File: config.mk
export PLATFORM = sky130hd
export DESIGN_NAME = gtx_reset_sequencer
export DESIGN_NICKNAME = d
export VERILOG_FILES = /design/src/rtl/gtx_reset_sequencer.sv
export SDC_FILE = /design/constraint.sdc
export NUM_CORES = 1
export LEC_CHECK = 0
export ABC_CLOCK_PERIOD_IN_PS = 3600
export BUFFER_PORTS_ARGS = -buffer_cell sky130_fd_sc_hd__buf_4
export CAP_MARGIN = 20
export CORE_MARGIN = 2
export CORE_UTILIZATION = 40
export DETAILED_ROUTE_END_ITERATION = 10
export GPL_ROUTABILITY_DRIVEN = 0
export PLACE_DENSITY = 0.7
export SYNTH_ARGS = -nofsm -noshare
export SYNTH_HDL_FRONTEND = slang
export SYNTH_SLANG_ARGS = --single-unit
File: constraint.sdc
create_clock -name gtx_refclk_bufr -period 3.6 [get_ports gtx_refclk_bufr]
set_input_delay 0.18 -clock gtx_refclk_bufr [delete_from_list [all_inputs] [get_ports gtx_refclk_bufr]]
set_output_delay 0.18 -clock gtx_refclk_bufr [all_outputs]
set_load 0.01 [all_outputs]
File: src/rtl/gtx_reset_sequencer.sv
// gtx_reset_sequencer: PMA/PCS reset sequencing with lock/done timeouts and retry count; optional RX elecidle recovery under GTX_RESET_SEQ_ELECIDLE_RECOVER_EN
module gtx_reset_sequencer #(
  parameter int          LANES            = 4,
  parameter int          PMA_RESET_CYCLES = 16,
  parameter int          PCS_RESET_CYCLES = 8,
  parameter logic [23:0] TIMEOUT_CYCLES   = 24'd1000000,
  parameter int          ELECIDLE_CYCLES  = 256
) (
  input  logic             gtx_refclk_bufr,
  input  logic             mgt_reset,
  input  logic [LANES-1:0] pll_lock,
  input  logic [LANES-1:0] tx_resetdone,
  input  logic [LANES-1:0] rx_resetdone,
  input  logic [LANES-1:0] rx_elecidle,
  output logic             pma_reset,
  output logic             tx_pcs_reset,
  output logic             rx_pcs_reset,
  output logic             tx_ready,
  output logic             rx_ready,
  output logic [7:0]       retry_count,
  output logic [2:0]       seq_state
);
  typedef enum logic [2:0] {
    PMA_RST   = 3'd0,
    WAIT_LOCK = 3'd1,
    PCS_RST   = 3'd2,
    WAIT_DONE = 3'd3,
    READY     = 3'd4,
    RX_RST    = 3'd5
  } state_t;
  localparam logic [23:0] PMA_END = 24'(PMA_RESET_CYCLES - 1);
  localparam logic [23:0] PCS_LEN = 24'(PCS_RESET_CYCLES);
  localparam logic [23:0] PCS_END = 24'(PCS_RESET_CYCLES - 1);
  localparam logic [23:0] TO_END  = TIMEOUT_CYCLES - 24'd1;
  localparam logic [23:0] RX_END  = 24'(PCS_RESET_CYCLES) + TIMEOUT_CYCLES - 24'd1;
`ifdef GTX_RESET_SEQ_ELECIDLE_RECOVER_EN
  localparam state_t LAST = RX_RST;
`else
  localparam state_t LAST = READY;
`endif
  state_t           r_state, w_next;
  logic [23:0]      r_cnt, w_cnt_nxt;
  logic [7:0]       r_retry;
  logic             r_pma, r_txpcs, r_rxpcs, r_txrdy, r_rxrdy;
  logic [LANES-1:0] r_lock_s1, r_lock_s2, r_txd_s1, r_txd_s2, r_rxd_s1, r_rxd_s2;
  logic             w_all_lock, w_all_txdone, w_all_rxdone, w_retry;
  assign w_all_lock   = &r_lock_s2;
  assign w_all_txdone = &r_txd_s2;
  assign w_all_rxdone = &r_rxd_s2;
  // two-flop synchronizers for the asynchronous lane status buses
  always_ff @(posedge gtx_refclk_bufr or posedge mgt_reset)
    if (mgt_reset) begin
      {r_lock_s1, r_lock_s2, r_txd_s1, r_txd_s2, r_rxd_s1, r_rxd_s2} <= '0;
    end else begin
      {r_lock_s1, r_lock_s2} <= {pll_lock, r_lock_s1};
      {r_txd_s1, r_txd_s2}   <= {tx_resetdone, r_txd_s1};
      {r_rxd_s1, r_rxd_s2}   <= {rx_resetdone, r_rxd_s1};
    end
`ifdef GTX_RESET_SEQ_ELECIDLE_RECOVER_EN
  localparam int IW = $clog2(ELECIDLE_CYCLES + 1);
  localparam logic [IW-1:0] IDLE_END = IW'(ELECIDLE_CYCLES - 1);
  logic [LANES-1:0] r_idle_s1, r_idle_s2;
  logic [IW-1:0]    r_idle_cnt;
  logic             w_idle, w_idle_hit;
  assign w_idle     = r_state == READY && |r_idle_s2;
  assign w_idle_hit = w_idle && r_idle_cnt == IDLE_END;
  // consecutive-elecidle run length while READY; any clean cycle restarts it
  always_ff @(posedge gtx_refclk_bufr or posedge mgt_reset)
    if (mgt_reset) begin
      {r_idle_s1, r_idle_s2} <= '0;
      r_idle_cnt <= '0;
    end else begin
      {r_idle_s1, r_idle_s2} <= {rx_elecidle, r_idle_s1};
      r_idle_cnt <= (w_idle && !w_idle_hit) ? r_idle_cnt + 1'b1 : '0;
    end
`endif
  // next-state logic; lock loss is checked first so it beats every other event
  always_comb begin
    w_next = r_state;
    case (r_state)
      PMA_RST:   w_next = r_cnt == PMA_END ? WAIT_LOCK : PMA_RST;
      WAIT_LOCK: w_next = w_all_lock ? PCS_RST : r_cnt == TO_END ? PMA_RST : WAIT_LOCK;
      PCS_RST:   w_next = !w_all_lock ? PMA_RST : r_cnt == PCS_END ? WAIT_DONE : PCS_RST;
      WAIT_DONE: w_next = !w_all_lock ? PMA_RST : (w_all_txdone && w_all_rxdone) ? READY :
                          r_cnt == TO_END ? PMA_RST : WAIT_DONE;
`ifdef GTX_RESET_SEQ_ELECIDLE_RECOVER_EN
      READY:     w_next = !w_all_lock ? PMA_RST : w_idle_hit ? RX_RST : READY;
      RX_RST:    w_next = !w_all_lock ? PMA_RST : (r_cnt >= PCS_LEN && w_all_rxdone) ? READY :
                          r_cnt == RX_END ? PMA_RST : RX_RST;
`else
      READY:     w_next = !w_all_lock ? PMA_RST : READY;
`endif
      default:   w_next = PMA_RST;
    endcase
    w_retry   = w_next == PMA_RST && r_state != PMA_RST && r_state <= LAST;
    w_cnt_nxt = w_next != r_state ? '0 : &r_cnt ? r_cnt : r_cnt + 24'd1;
  end
  // state, cycle counter, retry counter and outputs decoded from the next state
  always_ff @(posedge gtx_refclk_bufr or posedge mgt_reset)
    if (mgt_reset) begin
      r_state <= PMA_RST;
      r_cnt   <= '0;
      r_retry <= '0;
      {r_pma, r_txpcs, r_rxpcs, r_txrdy, r_rxrdy} <= 5'b11100;
    end else begin
      r_state <= w_next;
      r_cnt   <= w_cnt_nxt;
      r_retry <= r_retry + 8'(w_retry && r_retry != 8'hFF);
      r_pma   <= w_next == PMA_RST;
      r_txpcs <= w_next inside {PMA_RST, WAIT_LOCK, PCS_RST};
      r_rxpcs <= w_next inside {PMA_RST, WAIT_LOCK, PCS_RST} || (w_next == RX_RST && w_cnt_nxt < PCS_LEN);
      r_txrdy <= w_next inside {READY, RX_RST};
      r_rxrdy <= w_next == READY;
    end
  assign pma_reset    = r_pma;
  assign tx_pcs_reset = r_txpcs;
  assign rx_pcs_reset = r_rxpcs;
  assign tx_ready     = r_txrdy;
  assign rx_ready     = r_rxrdy;
  assign retry_count  = r_retry;
  assign seq_state    = r_state;
endmodule

# Yosys cells after proc, flatten, opt, wreduce, memory -nomap -nowiden
# Index checks and enable logic that the tools add are counted.
[op_classes] addsub=2 eq_ne=13 muxes=12 magnitude_cmp=2 n_reduce_logical=15
[ops] op="24-bit 2-to-1 mux" n=2
[ops] op="24-bit by 1-bit adder with 24-bit output (second input constant)" n=1
[ops] op="24-bit by 20-bit == test with 1-bit output (second input constant)" n=1
[ops] op="24-bit by 3-bit == test with 1-bit output (second input constant)" n=1
[ops] op="24-bit by 4-bit == test with 1-bit output (second input constant)" n=1
[ops] op="24-bit by 4-bit less-than comparator with 1-bit output (second input constant)" n=1
[ops] op="24-bit AND reduction" n=1
[ops] op="3-bit case mux with 5 select lines" n=1
[ops] op="4-bit AND reduction" n=3
[ops] op="3-bit by 2-bit == test with 1-bit output (second input constant)" n=3
[ops] op="3-bit == test (second input constant)" n=3
[ops] op="3-bit 2-to-1 mux" n=3
[ops] op="8-bit by 1-bit adder with 8-bit output" n=1
[ops] op="8-bit inequality test (second input constant)" n=1
[ops] op="3-bit by 1-bit == test with 1-bit output (second input constant)" n=2
[ops] op="3-bit logical NOT" n=2
[ops] op="2-bit 2-to-1 mux" n=3
[ops] op="3-bit nonzero test" n=2
[ops] op="1-bit logical AND" n=5
[ops] op="3-bit less-or-equal comparator (second input constant)" n=1
[ops] op="1-bit 2-to-1 mux" n=3
[ops] op="3-bit inequality test" n=1
[ops] op="2-bit nonzero test" n=1
[ops] op="1-bit logical OR" n=1
[word_totals] reg_bits=64 wordCells=58 inputBits=18 output_inout_bits=16

# Longest topological paths before layout
[logic_depth] word_depth=10 ltp_mapped=10 mapped_depth_nobuf=10

# Worst setup path before layout
# No wires, ideal clock.
[synth_timing] path_type="flip-flop to flip-flop" startpoint="reg r_cnt[0]" endpoint="reg r_retry[4] (netlist: retry_count[4])" t_required_ps=3475 period_less_slack_ps=2548 setup_ps=125 path_slack_ps=1052 path_buffers=0 stages_incl_launch_ff=11 arrival_ps=2423 path_cell_list="dfrtp_1 > ha_1 > nand4_2 > nor4_2 > a21oi_1 > a21o_1 > nor4_1 > ha_1 > ha_1 > nand3_1 > xnor2_1"
[synth_via] elab_chain_len=10 word_cells_on_any_way=17 cone_classes="add/sub (1); eq/ne (3); mux (9); reduce/logical (4)"
[synth_lines] element="from (decl)" line="42" source="logic [23:0] r_cnt, w_cnt_nxt;"
[synth_lines] element="from (signal assigned)" line="107" source="r_cnt <= w_cnt_nxt;"
[synth_lines] element="24-bit by 20-bit == test with 1-bit output" line="82, 85"
[synth_lines] element="2-bit 2-to-1 mux" line="85" source="r_cnt == TO_END ? PMA_RST : WAIT_DONE;"
[synth_lines] element="3-bit 2-to-1 mux (2 in a row)" line="84" source="WAIT_DONE: w_next = !w_all_lock ? PMA_RST : (w_all_txdone && w_all_rxdone) ? READY :"
[synth_lines] element="3-bit case mux with 5 select lines *" line="80" source="case (r_state)"
[synth_lines] element="via w_next[0]" line="41" source="state_t r_state, w_next;"
[synth_lines] element="3-bit logical NOT *" line="95" source="w_retry = w_next == PMA_RST && r_state != PMA_RST && r_state <= LAST;"
[synth_lines] element="1-bit logical AND * (2 in a row)" line="95"
[synth_lines] element="1-bit logical AND *" line="108" source="r_retry <= r_retry + 8'(w_retry && r_retry != 8'hFF);"
[synth_lines] element="8-bit by 1-bit adder with 8-bit output *" line="108"
[synth_lines] element="to (signal assigned)" line="108"
[synth_lines] element="to (decl)" line="43" source="logic [7:0] r_retry;"
# Mark *: on every way through the listed nets, which the timed path passes. The rest lies on a longest branch.

# Worst setup path after layout
# Ends and elaborated chain as after synthesis.

==> impl_metrics.csv <==
group,metric,value,unit
status,status,"complete, no violations",
final_layout,mostFrequentLayoutCell,"dfrtp_1",
global_routing,grt_use_met3,6.063,%
critical_path,worstReg2RegStart,"r_cnt[0]",
critical_path,cp-startpoint,"r_cnt[0]",
critical_path,cp_common_cell,"ha_1",
global_routing,grt_use_total,16.69,%
clock_network,cts_hold_buffers,12,
floorplanning,initial_core_util,41.69,%
critical_path,crit_chain,"ha_1 > nand4_2 > nor4_2 > a21oi_1 > a21o_1 > nor4_1 > ha_1 > ha_1 > nand3_1 > xnor2_1",
routing,first_iter_violations,98,
clock_network,cts_tree,"yes",
critical_path,critical_path_class,"reg -> reg",
routing,vias,2082,
synthesis,yosysSeqAreaShare,56.05,%
synthesis,synth-seq-cells,64,
final_layout,regArea,1605,sq um
routing,routed_wl,5.670,mm
final_layout,multiInputGateArea,1186,sq um
floorplanning,die_h,88.62,um
synthesis,synth_nets,266,
routing,ant_nets,0,
routing,drc,0,
synthesis,post_synth.cell_area_avg,11.69,sq um
synthesis,synth-edff-count,0,
synthesis,ys_types,44,
placement,hpwl,3.589,mm
timing,skew,0.007960,ns
global_routing,grt_pass1_wl,9.818,mm
timing,setup_ws,0.7152,ns
floorplanning,fp.dieW,88.62,um
clock_network,post-cts-setup-buffer-count,0,
flow_run,max-cap-violations,0,
routing,vias_per_cell,5.311,
critical_path,required,3.83,ns
synthesis,ys.flop_type,"dfrtp_1",
global_routing,first_global_vias,2059,
global_routing,antenna_found_initial,0,
pwr,power.density,526.5,nW/um^2
routing,wl_per_cell,14.46,um
placement,pre_cts_slack,0.7334,ns
floorplanning,design.core.area,6869,sq um
final_layout,fillers,585,
critical_path,worst_ep_arrival_time,3.12,ns
critical_path,critPathLaunchType,"flop",
global_routing,grt_busiest_layer,"met2",
final_layout,layout_common_cells,"dfrtp_1, buf_4, nand2_1, nor3_1, xnor2_1",
clock_network,clock-sinks,64,
global_routing,use_met2,25.97,%
timing,hold_violations,0,
clock_network,ctsResizeCount,0,
timing,clock.fmax,346.6,MHz
synthesis,synth_cells,245,
synthesis,ys_async_sr_fraction,100.0,%
global_routing,met1_usage,21.88,%
timing,min_period,2.885,ns
final_layout,layout.nets,312,
timing,rsz0062_at_grt,"no",
pwr,p_leak,1.441,nW
critical_path,cp_max_fo,6,
clock_network,cts_buffer_depth,2,
clock_network,cts_buffers,9,
timing,worst_pin_slew,0.8592,ns
critical_path,crit_slowest_cell,"nor4_2",
timing,tns,0,ns
final_layout,antenna-diode-count,0,
timing,setup_violations,0,
pwr,max-vdd-ir-drop,452.9,uV
global_routing,grt_max_degree,43,
timing,timing.final.crit_share,80.13,%
global_routing,grt_overflow,0,
placement,port_buffers,29,
timing,slew_violations,0,
final_layout,syn_to_final_growth,22.46,%
clock_network,cts_max_level,3,
clock_network,cts-root-buf,"clkbuf_8",
routing,drtPass1Iterations,4,
final_layout,layout-drive-gt1-share,21.62,%
synthesis,synth_area,2864,sq um
min_path,hp-class,"in -> async",
critical_path,crit_path_max_incr_delay,0.43,ns
clock_network,path_clk_slew,0.08,ns
critical_path,reg2reg_slack,0.72,ns
floorplanning,pin_count,34,
clock_network,clock_latency,0.34,ns
floorplanning,die_area,7853,sq um
floorplanning,rows,30,
synthesis,yosysWarningCount,0,
critical_path,end_kind,"flop",
timing,timing.slew.headroom,42.64,%
-- per-stage QoR --
step                      std cells  hold slack [ns]  cell area (sq um)  total power, mW  utilization, %
final                           392          0.02070               3507            1.847           51.06
after global routing            392          0.08579               3507            1.948           51.06
after CTS                       392          0.02640               3507            1.870           51.06
after detailed placement        364           0.2903               3159            1.154           45.99
after global placement          364           0.2892               3159            1.146           45.99
after floorplan                 245           0.2114               2864            1.057               -
-- routing by layer --
| metal | vias up | wire length, um |
|---|---|---|
| met4 | 0 | 88 |
| met2 | 53 | 2735 |
| li1 | 1021 | - |
| met5 | - | 0 |
| met1 | 1000 | 2543 |
| met3 | 8 | 303 |
-- critical path: cells and delay by family, from the launching register on --
kind	cells	cell delay, ns
compound gates	2	0.45
xor+xnor	1	0.14
fa+ha+maj	3	0.74
flops	1	0.38
simple gates	4	1.05
-- path summary, 6_finish.rpt --
kind	to	cells after the start
setup / recovery	retry_count[4]	10
hold / removal	r_lock_s1[3]	2
setup reg to reg	retry_count[4]	10
hold reg to reg	r_lock_s2[1]	0
max in group asynchronous	r_cnt[13]	3
min in group gtx_refclk_bufr	r_lock_s2[1]	0
-- power breakdown --
group | total [mW] | internal, mW | switching, mW
clock network | 0.699 | 0.398 | 0.301
registers | 0.870 | 0.792 | 0.0788
logic | 0.277 | 0.129 | 0.149
-- sequential cells by signal, summed over array words and instances, names as in the netlist --
name / count
r_cnt: 24
retry_count: 8
r_lock_s1: 4
r_lock_s2: 4
r_rxd_s1: 4
r_rxd_s2: 4
r_txd_s1: 4
r_txd_s2: 4
seq_state: 3
pma_reset: 1
rx_pcs_reset: 1
rx_ready: 1
tx_pcs_reset: 1
tx_ready: 1
-- cells in the mapped netlist (2+ instances only) --
library cell / n / share of area (%)
nand2b_1: 2 / 0.44
nand3_1: 12 / 2.1
inv_1: 4 / 0.52
o21ai_0: 12 / 2.1
a21oi_1: 6 / 1.0
nand2_1: 15 / 2.0
and3_1: 5 / 1.1
and2_1: 3 / 0.66
nor3b_1: 2 / 0.52
o31ai_1: 5 / 1.3
xor2_1: 3 / 0.92
nor2_1: 8 / 1.0
buf_2: 4 / 0.70
nor4_2: 2 / 0.87
nor4_1: 9 / 2.0
or4_1: 2 / 0.52
a2111oi_4: 2 / 1.9
nor3_1: 14 / 2.4
dfstp_2: 3 / 2.8
a31oi_1: 3 / 0.66
nor3_2: 3 / 1.0
a211oi_1: 13 / 3.4
nand4_1: 6 / 1.3
xnor2_1: 14 / 4.3
dfrtp_1: 61 / 53
and4_1: 2 / 0.61
buf_6: 3 / 1.2
or3_1: 9 / 2.0
ha_1: 3 / 1.3
-- final cells by class --
type | instances | share of cell area [%]
Clock buffer | 9 | 3.532
Sequential cell | 64 | 45.77
Timing Repair Buffer | 43 | 10.06
Multi-Input combinational cell | 169 | 33.82
Tap cell | 96 | 3.425
Inverter | 4 | 0.4281
Clock inverter | 7 | 2.961
-- logic make-up (layout without fill, tap and decap cells) --
family / Yosys count / after routing / share of synthesized area (%)
mux: 1 / 1 / 0.3495
compound gates: 49 / 49 / 13.67
xor+xnor: 17 / 17 / 5.199
fa+ha+maj: 3 / 3 / 1.311
simple gates: 99 / 99 / 20.88
buf+inv: 12 / 63 / 2.534
flops: 64 / 64 / 56.05
Note: power is estimated with default switching activity, not from simulation.
